$ cat src/rtl/riscv_arb_pkg.sv
// riscv_arb_pkg: shared types for the fetch/data memory arbiter.
// FSM states, transaction owner and the fetch alignment mask.
package riscv_arb_pkg;

  typedef enum logic [1:0] {
    ST_IDLE  = 2'd0,
    ST_ISSUE = 2'd1,
    ST_WAIT  = 2'd2
  } arb_state_t;

  typedef enum logic {
    OWN_I = 1'b0,
    OWN_D = 1'b1
  } arb_owner_t;

  localparam logic [31:0] FETCH_ALIGN = 32'hFFFF_FFFC;

  function automatic logic [31:0] fetch_addr(input logic [31:0] pc);
    return pc & FETCH_ALIGN;
  endfunction

endpackage

$ cat src/rtl/riscv_arb_prio.sv
// riscv_arb_prio: grant decision for the shared memory port.
// Data wins unless a fetch has waited through STARVE_LIMIT data grants.
module riscv_arb_prio #(
  parameter int unsigned STARVE_LIMIT = 4
) (
  input  logic clk,
  input  logic rst_n,
  input  logic idle,
  input  logic i_req,
  input  logic d_req,
  input  logic cmo,
  output logic gnt_i,
  output logic gnt_d,
  output logic gnt_cmo
);

  localparam int unsigned SW =
    (STARVE_LIMIT < 1) ? 1 : $clog2(STARVE_LIMIT + 1);
  localparam logic [SW-1:0] LIM = SW'(STARVE_LIMIT);

  logic [SW-1:0] streak;
  logic          starve;
  logic          win_d;
  logic          win_i;
  logic          win_c;

  assign starve = i_req && (streak >= LIM);
  assign win_d  = d_req && !starve;
  assign win_i  = i_req && !win_d;
  assign win_c  = cmo && !d_req && !i_req;

  // Grants only happen while the port is free.
  always_comb begin
    gnt_d   = 1'b0;
    gnt_i   = 1'b0;
    gnt_cmo = 1'b0;
    if (idle) begin
      gnt_d   = win_d;
      gnt_i   = win_i;
      gnt_cmo = win_c;
    end
  end

  // Count data grants made while a fetch waits; saturate at the limit.
  always_ff @(posedge clk or negedge rst_n) begin
    if (!rst_n) begin
      streak <= '0;
    end else if (gnt_i || (idle && !i_req)) begin
      streak <= '0;
    end else if (gnt_d && (streak < LIM)) begin
      streak <= streak + SW'(1);
    end
  end

endmodule

$ cat src/rtl/riscv_mem_arbiter.sv
// riscv_mem_arbiter: shares one memory port between core fetch and data.
// One transaction in flight; cache maintenance is acked locally.
module riscv_mem_arbiter #(
  parameter int unsigned STARVE_LIMIT = 4,
  parameter int unsigned TAG_W        = 11,
  parameter int unsigned CNT_W        = 32
) (
  input  logic             clk_i,
  input  logic             rst_ni,
  input  logic             mem_i_rd_i,
  input  logic [31:0]      mem_i_pc_i,
  output logic             mem_i_accept_o,
  output logic             mem_i_valid_o,
  output logic             mem_i_error_o,
  output logic [31:0]      mem_i_inst_o,
  input  logic [31:0]      mem_d_addr_i,
  input  logic [31:0]      mem_d_data_wr_i,
  input  logic             mem_d_rd_i,
  input  logic [3:0]       mem_d_wr_i,
  input  logic [TAG_W-1:0] mem_d_req_tag_i,
  input  logic             mem_d_invalidate_i,
  input  logic             mem_d_writeback_i,
  input  logic             mem_d_flush_i,
  output logic             mem_d_accept_o,
  output logic             mem_d_ack_o,
  output logic             mem_d_error_o,
  output logic [31:0]      mem_d_data_rd_o,
  output logic [TAG_W-1:0] mem_d_resp_tag_o,
  output logic [31:0]      mem_addr_o,
  output logic [31:0]      mem_data_wr_o,
  output logic             mem_rd_o,
  output logic [3:0]       mem_wr_o,
  input  logic             mem_accept_i,
  input  logic             mem_ack_i,
  input  logic             mem_error_i,
  input  logic [31:0]      mem_data_rd_i,
  output logic [CNT_W-1:0] arb_i_grants_o,
  output logic [CNT_W-1:0] arb_d_grants_o,
  output logic [CNT_W-1:0] arb_i_wait_o
);

  import riscv_arb_pkg::*;

  arb_state_t       state;
  arb_state_t       state_next;
  arb_owner_t       owner;
  logic [TAG_W-1:0] tag_q;

  logic d_req;
  logic d_cmo;
  logic idle;
  logic gnt_i;
  logic gnt_d;
  logic gnt_cmo;
  logic rsp_fire;
  logic rsp_i;
  logic rsp_d;

  assign d_req = mem_d_rd_i | (|mem_d_wr_i);
  assign d_cmo = (mem_d_invalidate_i | mem_d_writeback_i | mem_d_flush_i)
               & ~d_req;
  assign idle  = (state == ST_IDLE);

  riscv_arb_prio #(
    .STARVE_LIMIT(STARVE_LIMIT)
  ) u_prio (
    .clk    (clk_i),
    .rst_n  (rst_ni),
    .idle   (idle),
    .i_req  (mem_i_rd_i),
    .d_req  (d_req),
    .cmo    (d_cmo),
    .gnt_i  (gnt_i),
    .gnt_d  (gnt_d),
    .gnt_cmo(gnt_cmo)
  );

  assign mem_i_accept_o = gnt_i;
  assign mem_d_accept_o = gnt_d | gnt_cmo;

  assign rsp_i = rsp_fire && (owner == OWN_I);
  assign rsp_d = rsp_fire && (owner == OWN_D);

  // State register.
  always_ff @(posedge clk_i or negedge rst_ni) begin
    if (!rst_ni) begin
      state <= ST_IDLE;
    end else begin
      state <= state_next;
    end
  end

  // Next state; an accept with a same-cycle ack skips WAIT.
  always_comb begin
    state_next = state;
    rsp_fire   = 1'b0;
    unique case (state)
      ST_IDLE: begin
        if (gnt_i || gnt_d) state_next = ST_ISSUE;
      end
      ST_ISSUE: begin
        if (mem_accept_i) begin
          if (mem_ack_i) begin
            state_next = ST_IDLE;
            rsp_fire   = 1'b1;
          end else begin
            state_next = ST_WAIT;
          end
        end
      end
      ST_WAIT: begin
        if (mem_ack_i) begin
          state_next = ST_IDLE;
          rsp_fire   = 1'b1;
        end
      end
      default: state_next = ST_IDLE;
    endcase
  end

  // Register the granted request onto the shared port; hold until accept.
  always_ff @(posedge clk_i or negedge rst_ni) begin
    if (!rst_ni) begin
      mem_addr_o    <= '0;
      mem_data_wr_o <= '0;
      mem_rd_o      <= 1'b0;
      mem_wr_o      <= '0;
      owner         <= OWN_I;
      tag_q         <= '0;
    end else if (gnt_i) begin
      mem_addr_o    <= fetch_addr(mem_i_pc_i);
      mem_data_wr_o <= '0;
      mem_rd_o      <= 1'b1;
      mem_wr_o      <= '0;
      owner         <= OWN_I;
    end else if (gnt_d) begin
      mem_addr_o    <= mem_d_addr_i;
      mem_data_wr_o <= mem_d_data_wr_i;
      mem_rd_o      <= mem_d_rd_i;
      mem_wr_o      <= mem_d_wr_i;
      owner         <= OWN_D;
      tag_q         <= mem_d_req_tag_i;
    end else if ((state == ST_ISSUE) && mem_accept_i) begin
      mem_rd_o      <= 1'b0;
      mem_wr_o      <= '0;
    end
  end

  // One-cycle response pulse to the owner; local ack for maintenance ops.
  always_ff @(posedge clk_i or negedge rst_ni) begin
    if (!rst_ni) begin
      mem_i_valid_o    <= 1'b0;
      mem_i_error_o    <= 1'b0;
      mem_i_inst_o     <= '0;
      mem_d_ack_o      <= 1'b0;
      mem_d_error_o    <= 1'b0;
      mem_d_data_rd_o  <= '0;
      mem_d_resp_tag_o <= '0;
    end else begin
      mem_i_valid_o <= rsp_i;
      mem_i_error_o <= rsp_i && mem_error_i;
      mem_d_ack_o   <= rsp_d || gnt_cmo;
      mem_d_error_o <= rsp_d && mem_error_i;
      if (rsp_i) begin
        mem_i_inst_o <= mem_data_rd_i;
      end
      if (rsp_d) begin
        mem_d_data_rd_o  <= mem_data_rd_i;
        mem_d_resp_tag_o <= tag_q;
      end else if (gnt_cmo) begin
        mem_d_resp_tag_o <= mem_d_req_tag_i;
      end
    end
  end

  // Free-running telemetry counters, wrapping at 2^CNT_W.
  always_ff @(posedge clk_i or negedge rst_ni) begin
    if (!rst_ni) begin
      arb_i_grants_o <= '0;
      arb_d_grants_o <= '0;
      arb_i_wait_o   <= '0;
    end else begin
      arb_i_grants_o <= arb_i_grants_o + CNT_W'(gnt_i);
      arb_d_grants_o <= arb_d_grants_o + CNT_W'(gnt_d);
      arb_i_wait_o   <= arb_i_wait_o
                      + CNT_W'(mem_i_rd_i && !mem_i_accept_o);
    end
  end

endmodule

$ cat config.mk
export PLATFORM = sky130hd
export DESIGN_NAME = riscv_mem_arbiter
export DESIGN_NICKNAME = d
export VERILOG_FILES = /design/src/rtl/riscv_arb_pkg.sv /design/src/rtl/riscv_arb_prio.sv /design/src/rtl/riscv_mem_arbiter.sv
export SDC_FILE = /design/constraint.sdc
export NUM_CORES = 1
export LEC_CHECK = 0
export ABC_AREA = 1
export BUFFER_PORTS_ARGS = -buffer_cell sky130_fd_sc_hd__buf_2
export CAP_MARGIN = 10
export CORE_MARGIN = 5
export CORE_UTILIZATION = 48
export CTS_CLUSTER_SIZE = 28
export DETAILED_ROUTE_END_ITERATION = 8
export PLACE_DENSITY = 0.76
export SYNTH_ARGS = -nofsm -noshare
export SYNTH_HDL_FRONTEND = slang
export SYNTH_SLANG_ARGS = --single-unit
$ cat constraint.sdc
create_clock -name clk_i -period 5.5 [get_ports clk_i]
set_input_delay 0.275 -clock clk_i [delete_from_list [all_inputs] [get_ports clk_i]]
set_output_delay 0.275 -clock clk_i [all_outputs]
set_load 0.02 [all_outputs]
==> results.json <==
{
  "drc_errors": 0,
  "synth_cell_types": 28,
  "netlist.top_cell.by_area": "dfrtp_1",
  "rsz0062_at_grt": "false",
  "tns_ps": 0,
  "worst_pin_slew_ps": 998.7,
  "synth_edf_count": 0,
  "viasPerCell": 4.993,
  "period_share": 0.7443,
  "cp_max_fo": 33,
  "ys.flop_type": "dfrtp_1",
  "track_usage": 0.2645,
  "wirelength_um": 38360,
  "drt_iter0_drc": 939,
  "antenna_found_initial": 1,
  "drv_cap": 0,
  "ir_drop_mv": 0.3570,
  "arrival_ps": 4550,
  "cts_resized": 0,
  "setup.worst_path.class": "reg -> reg",
  "dpl.cell_count": 2190,
  "final-hold-violation-count": 0,
  "yosys.area.top_type_share": 0.5417,
  "synthCells": 1503,
  "synth-seq-area-share": 0.5417,
  "hp-start": "mem_d_addr_i[21]",
  "start_util": 0.4830,
  "clk_pin_slew_ps": 60,
  "syn_area_um2": 12060,
  "grt_pass1_wl_um": 61440,
  "gp_congestion": 0.9624,
  "ys_ff_latch": 261,
  "setup-violations-final": 0,
  "die-area_um2": 28390,
  "fmax_mhz": 244.3,
  "leakage_nw": 8.882,
  "maxSlewViolCount": 0,
  "syn_to_final_growth_pct": 33.01,
  "ff2ff_setup_slack_ps": 1410,
  "synthTopCellsByArea": "dfrtp_1, nand2_1, nor2_1",
  "drtAntennaViolNets": 0,
  "drive_above_1_share": 0.2360,
  "nNetsFinal": 2130,
  "clk_path_buf_depth": 3,
  "top_level_ports": 399,
  "grt_max_degree": 151,
  "r2r-end": "arb_i_grants_o[16]",
  "powerDensity_nw_per_um2": 473.5,
  "cp-start-kind": "register",
  "insertion_delay_ps": 540,
  "core_area_um2": 24960,
  "worstReg2RegStart": "state[0]",
  "synth_warnings": 0,
  "filler_cell_count": 2092,
  "die_h_um": 168.5,
  "num_vias": 11578,
  "root_buffer": "clkbuf_16",
  "firstDrtPassIters": 5,
  "cts-htree-levels": 1,
  "fin_cells": 2319,
  "portBuffers": 396,
  "cts_made_buffers": 28,
  "overflow": 0,
  "critPathCaptureType": "register",
  "worstRegToRegCells": 13,
  "hold_path_class": "in -> reg",
  "slew_headroom": 0.3342,
  "hold_depth": 5,
  "avgSynthCellArea_um2": 8.022,
  "dp_hpwl_um": 26140,
  "synthArstFlopShare": 1.000,
  "cts_tree": "yes",
  "fin_crit_ps": 4094,
  "numClockSinks": 261,
  "clock_skew_ps": 7.723,
  "grt_pass1_vias": 11776,
  "cts_setup_buffers": 0,
  "fp-row-count": 58,
  "final_common_cell": "nand2_1",
  "wl_per_cell_um": 16.54,
  "status": "completed",
  "syn_nets": 1666,
  "required_ps": 5960,
  "final_cell_mix": "nand2_1, buf_2, dfrtp_1, nor2_1, inv_1",
  "die_w_um": 168.5,
  "min_delay_worst_endpoint": "mem_addr_o[21]"
}
[power breakdown]
part	switching (mW)	internal, mW
logic	1.92	0.829
clock network	0.788	1.18
registers	0.359	2.52
[critical path: stages, from the launching register on]
cell	delay [ps]
dfrtp_1	400
inv_1	90
ha_1	350
nand2_4	140
inv_2	500
nand2_2	590
inv_1	380
ha_1	320
ha_1	290
inv_1	80
nor2_1	320
nand2_1	180
nor2_1	180
xor2_1	150
[synthesized netlist by cell type, types with 3 or more instances]
| master | count |
|---|---|
| buf_2 | 26 |
| buf_4 | 7 |
| clkbuf_1 | 10 |
| dfrtp_1 | 261 |
| ha_1 | 10 |
| inv_1 | 140 |
| inv_2 | 3 |
| nand2_1 | 606 |
| nand2_2 | 5 |
| nand3_1 | 90 |
| nand3b_1 | 40 |
| nand4_1 | 8 |
| nor2_1 | 145 |
| nor2_2 | 4 |
| o21ai_0 | 76 |
| o21ai_1 | 11 |
| xnor2_1 | 15 |
| xor2_1 | 32 |
[cells by family after synthesis]
logic type | count (synthesis) | synth area share
AOI/OAI and AO/OA | 88 | 0.03673
adders and majority gates | 10 | 0.01038
xor gates and xnor gates | 47 | 0.03414
DFF | 261 | 0.5417
buffers and inverters | 187 | 0.06330
and+or+nand+nor | 910 | 0.3138
[per-layer routing]
| layer | vias to the layer above | GRT usage | routed length, um |
|---|---|---|---|
| met5 | - | 0 | 0 |
| met3 | 108 | 0.06259 | 3151 |
| li1 | 5576 | - | - |
| met2 | 476 | 0.4478 | 18380 |
| met1 | 5418 | 0.3339 | 15360 |
| met4 | 0 | 0.09421 | 1472 |
[repair_timing]
action / in CTS / in global routing
hold endpoints to repair: 206 / 0
endpoints found under the setup margin: 0 / 0
hold buffers: 77 / 0
[cell type report]
cell class              count  area (um^2)  area share
inverters                 144        543.0     0.03386
well taps                 330        412.9     0.02575
repair buffers            477         2805      0.1749
diodes                      2        5.005   0.0003121
multi-input cells        1055         4776      0.2978
clock inverters            13        148.9    0.009284
flip-flops and latches    261         6531      0.4072
clock buffers              37        815.8     0.05087
[sequential cells by signal, summed over array words and instances, names as in the netlist, 32 cells and up]
register and flops:
arb_d_grants_o 32, arb_i_grants_o 32, mem_data_wr_o 32, mem_addr_o 32, arb_i_wait_o 32, mem_d_data_rd_o 32, mem_i_inst_o 32
[through the flow]
step	util	cell area, um^2	total power, mW	worst slack [ps]	hold WS [ps]
after floorplan	-	12060	4.545	2900	-20.59
after global placement	0.5727	14300	5.488	1598	381.2
after detailed placement	0.5727	14300	5.575	1403	388.5
after CTS	0.6422	16030	7.616	1384	1.104
after global routing	0.6422	16030	8.063	1009	7.891
final	0.6424	16040	7.593	1406	28.29
[worst max-delay path by stage]
| stage | start | end | slack [ps] | depth (start not counted) |
|---|---|---|---|---|
| 2_1_floorplan | state[0] | arb_i_grants_o[28] | 2900 | 15 |
| 6_report | state[0] | arb_i_grants_o[16] | 1410 | 13 |
| 4_1_cts | state[0] | arb_i_grants_o[16] | 1380 | 13 |
| 5_1_grt | state[0] | arb_i_grants_o[28] | 1010 | 15 |
| 3_5_place_dp | state[0] | arb_i_grants_o[16] | 1400 | 13 |
| 3_3_place_gp | state[0] | arb_i_grants_o[28] | 1600 | 15 |
Note: power is estimated with default switching activity, not from simulation.
